## src/rtl/baccarat_pkg.sv

```systemverilog
// Shared definitions for the baccarat game sequencer: state encodings,
// scoring thresholds and the card-rank to point-value mapping.
package baccarat_pkg;

    // Sequencer states; encodings 9..15 are illegal and recover to DEAL_P1.
    typedef enum logic [3:0] {
        DEAL_P1 = 4'd0,
        DEAL_D1 = 4'd1,
        DEAL_P2 = 4'd2,
        DEAL_D2 = 4'd3,
        CHECK   = 4'd4,
        DEAL_P3 = 4'd5,
        CHECK_D = 4'd6,
        DEAL_D3 = 4'd7,
        DONE    = 4'd8
    } state_t;

    // Two-card total at or above this ends the hand immediately.
    localparam logic [3:0] NATURAL_MIN      = 4'd8;
    // Player stands on this total or more; below it the player draws.
    localparam logic [3:0] PLAYER_STAND_MIN = 4'd6;

    // Point value of a card rank: A..9 count face value, 10/J/Q/K and an
    // empty slot (rank 0) count zero.
    function automatic logic [3:0] card_value(input logic [3:0] rank);
        if ((rank >= 4'd1) && (rank <= 4'd9)) begin
            return rank;
        end
        return 4'd0;
    endfunction

endpackage

```

## src/rtl/deal_fsm_banker_rule.sv

```systemverilog
// Banker third-card decision table, applied once the player has drawn a
// third card. Purely combinational so it can be exercised exhaustively.
module banker_rule
    import baccarat_pkg::*;
(
    input  logic [3:0] dscore,
    input  logic [3:0] pcard3,
    output logic       draw
);

    logic [3:0] v;

    // Decide whether the banker draws, from its total and the player's third-card value.
    always_comb begin
        v    = card_value(pcard3);
        draw = 1'b0;
        case (dscore)
            4'd0, 4'd1, 4'd2: draw = 1'b1;
            4'd3:             draw = (v != 4'd8);
            4'd4:             draw = (v >= 4'd2) && (v <= 4'd7);
            4'd5:             draw = (v >= 4'd4) && (v <= 4'd7);
            4'd6:             draw = (v >= 4'd6) && (v <= 4'd7);
            // 7 stands; 8 and above never reach this point in a legal hand.
            default:          draw = 1'b0;
        endcase
    end

endmodule

```

## src/rtl/deal_fsm.sv

```systemverilog
// Baccarat game sequencer. Moore machine clocked on the falling edge of
// slow_clock, the same edge on which the card datapath loads, so each
// strobe is held for a full period before the edge that consumes it.
module deal_fsm
    import baccarat_pkg::*;
(
    input  logic       slow_clock,
    input  logic       resetb,
    input  logic [3:0] pscore,
    input  logic [3:0] dscore,
    input  logic [3:0] pcard3,
    output logic       load_pcard1,
    output logic       load_pcard2,
    output logic       load_pcard3,
    output logic       load_dcard1,
    output logic       load_dcard2,
    output logic       load_dcard3,
    output logic       player_win_light,
    output logic       dealer_win_light,
    output logic       game_over
);

    // Plain-vector view of the state encodings so illegal codes decode safely.
    localparam logic [3:0] ST_DEAL_P1 = DEAL_P1;
    localparam logic [3:0] ST_DEAL_D1 = DEAL_D1;
    localparam logic [3:0] ST_DEAL_P2 = DEAL_P2;
    localparam logic [3:0] ST_DEAL_D2 = DEAL_D2;
    localparam logic [3:0] ST_CHECK   = CHECK;
    localparam logic [3:0] ST_DEAL_P3 = DEAL_P3;
    localparam logic [3:0] ST_CHECK_D = CHECK_D;
    localparam logic [3:0] ST_DEAL_D3 = DEAL_D3;
    localparam logic [3:0] ST_DONE    = DONE;

    logic [3:0] state_q;
    logic [3:0] state_d;
    logic       banker_draw;
    logic       natural;
    logic       player_stands;
    logic       banker_low;

    banker_rule u_banker_rule (
        .dscore (dscore),
        .pcard3 (pcard3),
        .draw   (banker_draw)
    );

    // Two-card decisions taken in CHECK.
    assign natural       = (pscore >= NATURAL_MIN) || (dscore >= NATURAL_MIN);
    assign player_stands = (pscore >= PLAYER_STAND_MIN);
    // When the player stands, the banker draws on 0..5 and stands on 6/7.
    assign banker_low    = (dscore < PLAYER_STAND_MIN);

    // State register; reset restarts the deal from any point in the hand.
    always_ff @(negedge slow_clock) begin
        if (!resetb) begin
            state_q <= ST_DEAL_P1;
        end else begin
            state_q <= state_d;
        end
    end

    // Next-state logic: fixed four-card deal, then the drawing rules.
    always_comb begin
        state_d = ST_DEAL_P1;
        case (state_q)
            ST_DEAL_P1: state_d = ST_DEAL_D1;
            ST_DEAL_D1: state_d = ST_DEAL_P2;
            ST_DEAL_P2: state_d = ST_DEAL_D2;
            ST_DEAL_D2: state_d = ST_CHECK;
            ST_CHECK: begin
                if (natural) begin
                    state_d = ST_DONE;
                end else if (!player_stands) begin
                    state_d = ST_DEAL_P3;
                end else if (banker_low) begin
                    state_d = ST_DEAL_D3;
                end else begin
                    state_d = ST_DONE;
                end
            end
            ST_DEAL_P3: state_d = ST_CHECK_D;
            ST_CHECK_D: state_d = banker_draw ? ST_DEAL_D3 : ST_DONE;
            ST_DEAL_D3: state_d = ST_DONE;
            ST_DONE:    state_d = ST_DONE;
            default:    state_d = ST_DEAL_P1;
        endcase
    end

    // Output decode: one strobe per deal state, lights only once the hand is done.
    always_comb begin
        load_pcard1      = 1'b0;
        load_pcard2      = 1'b0;
        load_pcard3      = 1'b0;
        load_dcard1      = 1'b0;
        load_dcard2      = 1'b0;
        load_dcard3      = 1'b0;
        player_win_light = 1'b0;
        dealer_win_light = 1'b0;
        game_over        = 1'b0;
        case (state_q)
            ST_DEAL_P1: load_pcard1 = 1'b1;
            ST_DEAL_D1: load_dcard1 = 1'b1;
            ST_DEAL_P2: load_pcard2 = 1'b1;
            ST_DEAL_D2: load_dcard2 = 1'b1;
            ST_DEAL_P3: load_pcard3 = 1'b1;
            ST_DEAL_D3: load_dcard3 = 1'b1;
            ST_DONE: begin
                game_over        = 1'b1;
                // A tie lights both indicators.
                player_win_light = (pscore >= dscore);
                dealer_win_light = (dscore >= pscore);
            end
            default: ;
        endcase
    end

endmodule
```

## config.mk

```make
export PLATFORM = sky130hd
export DESIGN_NAME = deal_fsm
export DESIGN_NICKNAME = d
export VERILOG_FILES = /design/src/rtl/baccarat_pkg.sv /design/src/rtl/deal_fsm_banker_rule.sv /design/src/rtl/deal_fsm.sv
export SDC_FILE = /design/constraint.sdc
export NUM_CORES = 1
export LEC_CHECK = 0
export CAP_MARGIN = 10
export CELL_PAD_IN_SITES_DETAIL_PLACEMENT = 0
export CELL_PAD_IN_SITES_GLOBAL_PLACEMENT = 1
export CORE_AREA = 5 5 50 48
export DETAILED_ROUTE_END_ITERATION = 7
export DIE_AREA = 0 0 55 53
export PLACE_DENSITY_LB_ADDON = 0.1
export REMOVE_ABC_BUFFERS = 1
export SYNTH_ARGS = -nofsm -noshare
export SYNTH_HDL_FRONTEND = slang
export SYNTH_SLANG_ARGS = --single-unit
```

## constraint.sdc

```tcl
create_clock -name slow_clock -period 2.7 [get_ports slow_clock]
set_clock_uncertainty 0.15 [all_clocks]
set_input_delay 0.54 -clock slow_clock [delete_from_list [all_inputs] [get_ports slow_clock]]
set_output_delay 0.54 -clock slow_clock [all_outputs]
set_load 0.02 [all_outputs]
```

**Yosys cells after proc, flatten, opt, wreduce, memory -nomap -nowiden**

Cells that the tools add are included.
Widths: inputs -> output; s select.

- Order comparisons: 12
- Equal/unequal tests: 15
- Mux-type cells: 18
- Reductions and logical operators: 9

Operator list:

| kind | count |
|---|---|
| $pmux 4 s8 | 1 |
| $eq 4x3->1 const B | 7 |
| $mux 4 | 6 |
| $eq 4x2->1 const B | 4 |
| $ge 4x3->1 const B | 3 |
| $mux 1 | 10 |
| $eq 4x1->1 const B | 2 |
| $ge 4x4->1 | 2 |
| $ge 4x4->1 const B | 2 |
| $logic_not 4->1 | 2 |
| $pmux 1 s5 | 1 |
| $eq 4x4->1 const B | 1 |
| $ge 4x1->1 const B | 1 |
| $ge 4x2->1 const B | 1 |
| $le 4x3->1 const B | 1 |
| $le 4x4->1 const B | 1 |
| $logic_and 1x1->1 | 4 |
| $lt 4x3->1 const B | 1 |
| $ne 4x4->1 const B | 1 |
| $reduce_or 3->1 | 1 |
| $reduce_or 2->1 | 1 |
| $logic_or 1x1->1 | 1 |

- Bits in registers: 4
- Input port bits: 14

**Logic depth before layout (Yosys ltp)**

- Depth after elaboration: 9
- Gate-level depth with buffers: 6

**By module**

From an unflattened synthesis, not the netlist that was laid out.

- Cells, all modules: 70
- Area, all modules: 523.0 um^2

By module, submodules not included:

| module | instances | cells an instance | area each (um^2) | seq. area each (um^2) |
|---|---|---|---|---|
| deal_fsm | 1 | 64 | 469.2 | 80.1 |
| banker_rule | 1 | 6 | 53.8 | 0.0 |

==> flow_summary_export.csv <==
group,metric,value,unit
run_status,status,"complete, but fails checks",
clock_tree,cts_made_buffers,3,
floorplan,die_width,55,um
yosys,ys_seq_area_frac,0.151,
yosys,synth_cells,61,
yosys,syn_area_per_cell,8.70,sq um
sta,whs,0.642,ns
power_and_ir_drop,finalPower,0.000339,W
layout,antenna_cells,0,
layout,nets,131,
setup_path,start_kind,"register",
floorplan,core,0.00182,sq mm
clock_tree,clock_latency,0.30,ns
min_path,hold_path_depth,3,
sta,setup_viol,12,
layout,largest_reg_flops,4,
layout,final_area,0.00106,sq mm
floorplan,dieArea,0.00292,sq mm
sta,max_slew_margin,0.813,
placement,hpwl,1200,um
placement,port_buffers,22,
clock_tree,cts_sinks,4,
global_routing,grt_max_degree,9,
layout,drive_above_1_share,0.613,
yosys,synth_warnings,0,
global_routing,gr-total-overflow,0,
clock_tree,cts_max_path_buffers,2,
sta,rsz0062_at_grt,"yes",
global_routing,grtUsageTotal,0.145,
power_and_ir_drop,power_density,319,mW/mm^2
setup_path,crit_path_end_kind,"output pin",
run_status,violations,"negative setup slack",
layout,reg_top3,"state_q x4",
route,route.antenna.remaining_nets,0,
clock_tree,clk_pin_slew,0.03,ns
setup_path,worstSetupPathType,"register to output pin",
placement,gp_congestion,0.671,
sta,hold_violations,0,
layout,final_core_util,0.584,
placement,dp_slack,-0.867,ns
global_routing,grt_pass1_vias,663,
floorplan,die_h,53,um
setup_path,worstPathCellList,"nor4b_4 > nand2b_1 > o21ai_1 > buf_4",
yosys,synth_cell_types,34,
power_and_ir_drop,p_leak,0.488,nW
layout,top_register,"state_q",
clock_tree,ctsHtreeMaxLevel,1,
setup_path,arrival,2.66,ns
floorplan,rows,15,
global_routing,antenna_found_initial,0,
global_routing,grt_first_pass_wirelength,2830,um
power_and_ir_drop,ir_drop,0.142,mV
route,drt_iter0_drc,6,
setup_path,critical_path_required,2.01,ns
route,vias,646,
layout,areaGrowthSynthToFinish,100,%
setup_path,critPathSlowestCell,"nor4b_4",
setup_path,critPathMaxStageDelay,0.34,ns
min_path,worstHoldPathType,"register to register",
route,drt-vias-per-instance,4.75,
route,drtPass1Iterations,4,
sta,worst_slack,-0.652,ns
setup_path,r2r_cells,5,
yosys,synth_area,531,sq um
setup_path,worst-path-max-fanout,4,
yosys,ys_seq_elements,4,
floorplan,num_io_pins,23,
route,drt-total-wl,1700,um
clock_tree,cts_tree,"done",
sta,drv_slew,0,
sta,tightest_slew,0.279,ns
clock_tree,root_buffer,"clkbuf_4",
job,max-cap-violations,0,
clock_tree,hold_buffers,0,
placement,placed_cell_area,872,sq um
route,drc,0,
route,wl_per_cell,12.5,um
floorplan,start_util,0.291,
cell usage in the layout (no fill, tap or decap), types with 2 or more instances in the layout:
master           Yosys  routed
buf_4                1      27
dlygate4sd2_1        0       2
nor2_1               4       2
nand2b_4             1       3
clkdlybuf4s15_1      0       2
nand2_1              5       5
clkbuf_4             0       3
ha_1                 4       4
dfxtp_2              0       3
buf_2                0       2
buf_6                2      12
o21a_1               4       4
inv_1                5       8
nor3_2               0       3
stage by stage:
step,TNS [ns],instances
CTS,-5.21,135
global route,-5.83,136
finish,-5.12,136
floorplan,-5.30,58
global placement,-9.70,121
detailed placement,-9.73,121
cells by family (layout without fill, tap and decap cells):
| family | count (synthesis) | in the layout | synth area share |
|---|---|---|---|
| compound gates | 15 | 15 | 0.278 |
| buf+inv | 8 | 58 | 0.0920 |
| simple gates | 30 | 30 | 0.384 |
| fa+ha+maj | 4 | 4 | 0.0943 |
| flops | 4 | 4 | 0.151 |
cells in the mapped netlist, drive strengths merged:
master,n,area (sq um)
a41oi,1,8.76
nand2,5,18.8
or3b,1,8.76
o31ai,2,20.0
o21ai,1,5.00
dfxtp,4,80.1
a211o,1,8.76
nor2b,2,12.5
o21a,4,30.0
ha,4,50.1
inv,5,18.8
nor3,4,20.0
or4b,1,10.0
a22o,1,8.76
o31a,1,8.76
a21oi,1,5.00
nor2,4,15.0
nand3,2,15.0
o311ai,2,25.0
or2b,1,7.51
a2111oi,1,27.5
nor4b,2,32.5
buf,3,30.0
nor4,1,6.26
nand2b,4,32.5
and4,1,8.76
nor4bb,1,10.0
nand4,1,6.26
area by class of cell:
cell class | instances | area, sq um
Fill cell | 188 | 758
Clock inverter | 4 | 15.0
Clock buffer | 3 | 22.5
Inverter | 4 | 15.0
Timing Repair Buffer | 47 | 410
Multi-Input combinational cell | 49 | 480
Tap cell | 25 | 31.3
Sequential cell | 4 | 87.6
final timing paths:
check | start | end | slack [ns]
worst max-delay path | state_q[0] | player_win_light | -0.65
worst min-delay path | state_q[2] | state_q[2] | 0.64
worst max register to register | state_q[1] | state_q[2] | 1.13
worst min register to register | state_q[2] | state_q[2] | 0.64
repair_timing:
item	4_1_cts	5_1_grt
gates resized for setup	117	6
pin swaps	17	5
setup endpoints to repair	13	13
buffers inserted	8	2
routing by layer:
metal  track usage  wire, um
met2         0.226       832
met5             0         0
met3        0.0563        80
met4         0.109        46
met1         0.153       738
where the power goes:
group	switching, W	total (W)	internal [W]
Combinational	0.0000741	0.000166	0.0000919
Clock	0.0000430	0.000101	0.0000583
Sequential	0.00000551	0.0000713	0.0000657
Total	0.000123	0.000339	0.000216
critical path: cells and delay by family, from the launching register on:
| kind | cells | cell delay (ns) |
|---|---|---|
| AOI/OAI and AO/OA | 1 | 0.12 |
| buffers and inverters | 1 | 0.15 |
| DFF | 1 | 0.32 |
| and+or+nand+nor | 2 | 0.43 |
(Power assumes the default switching activity.)
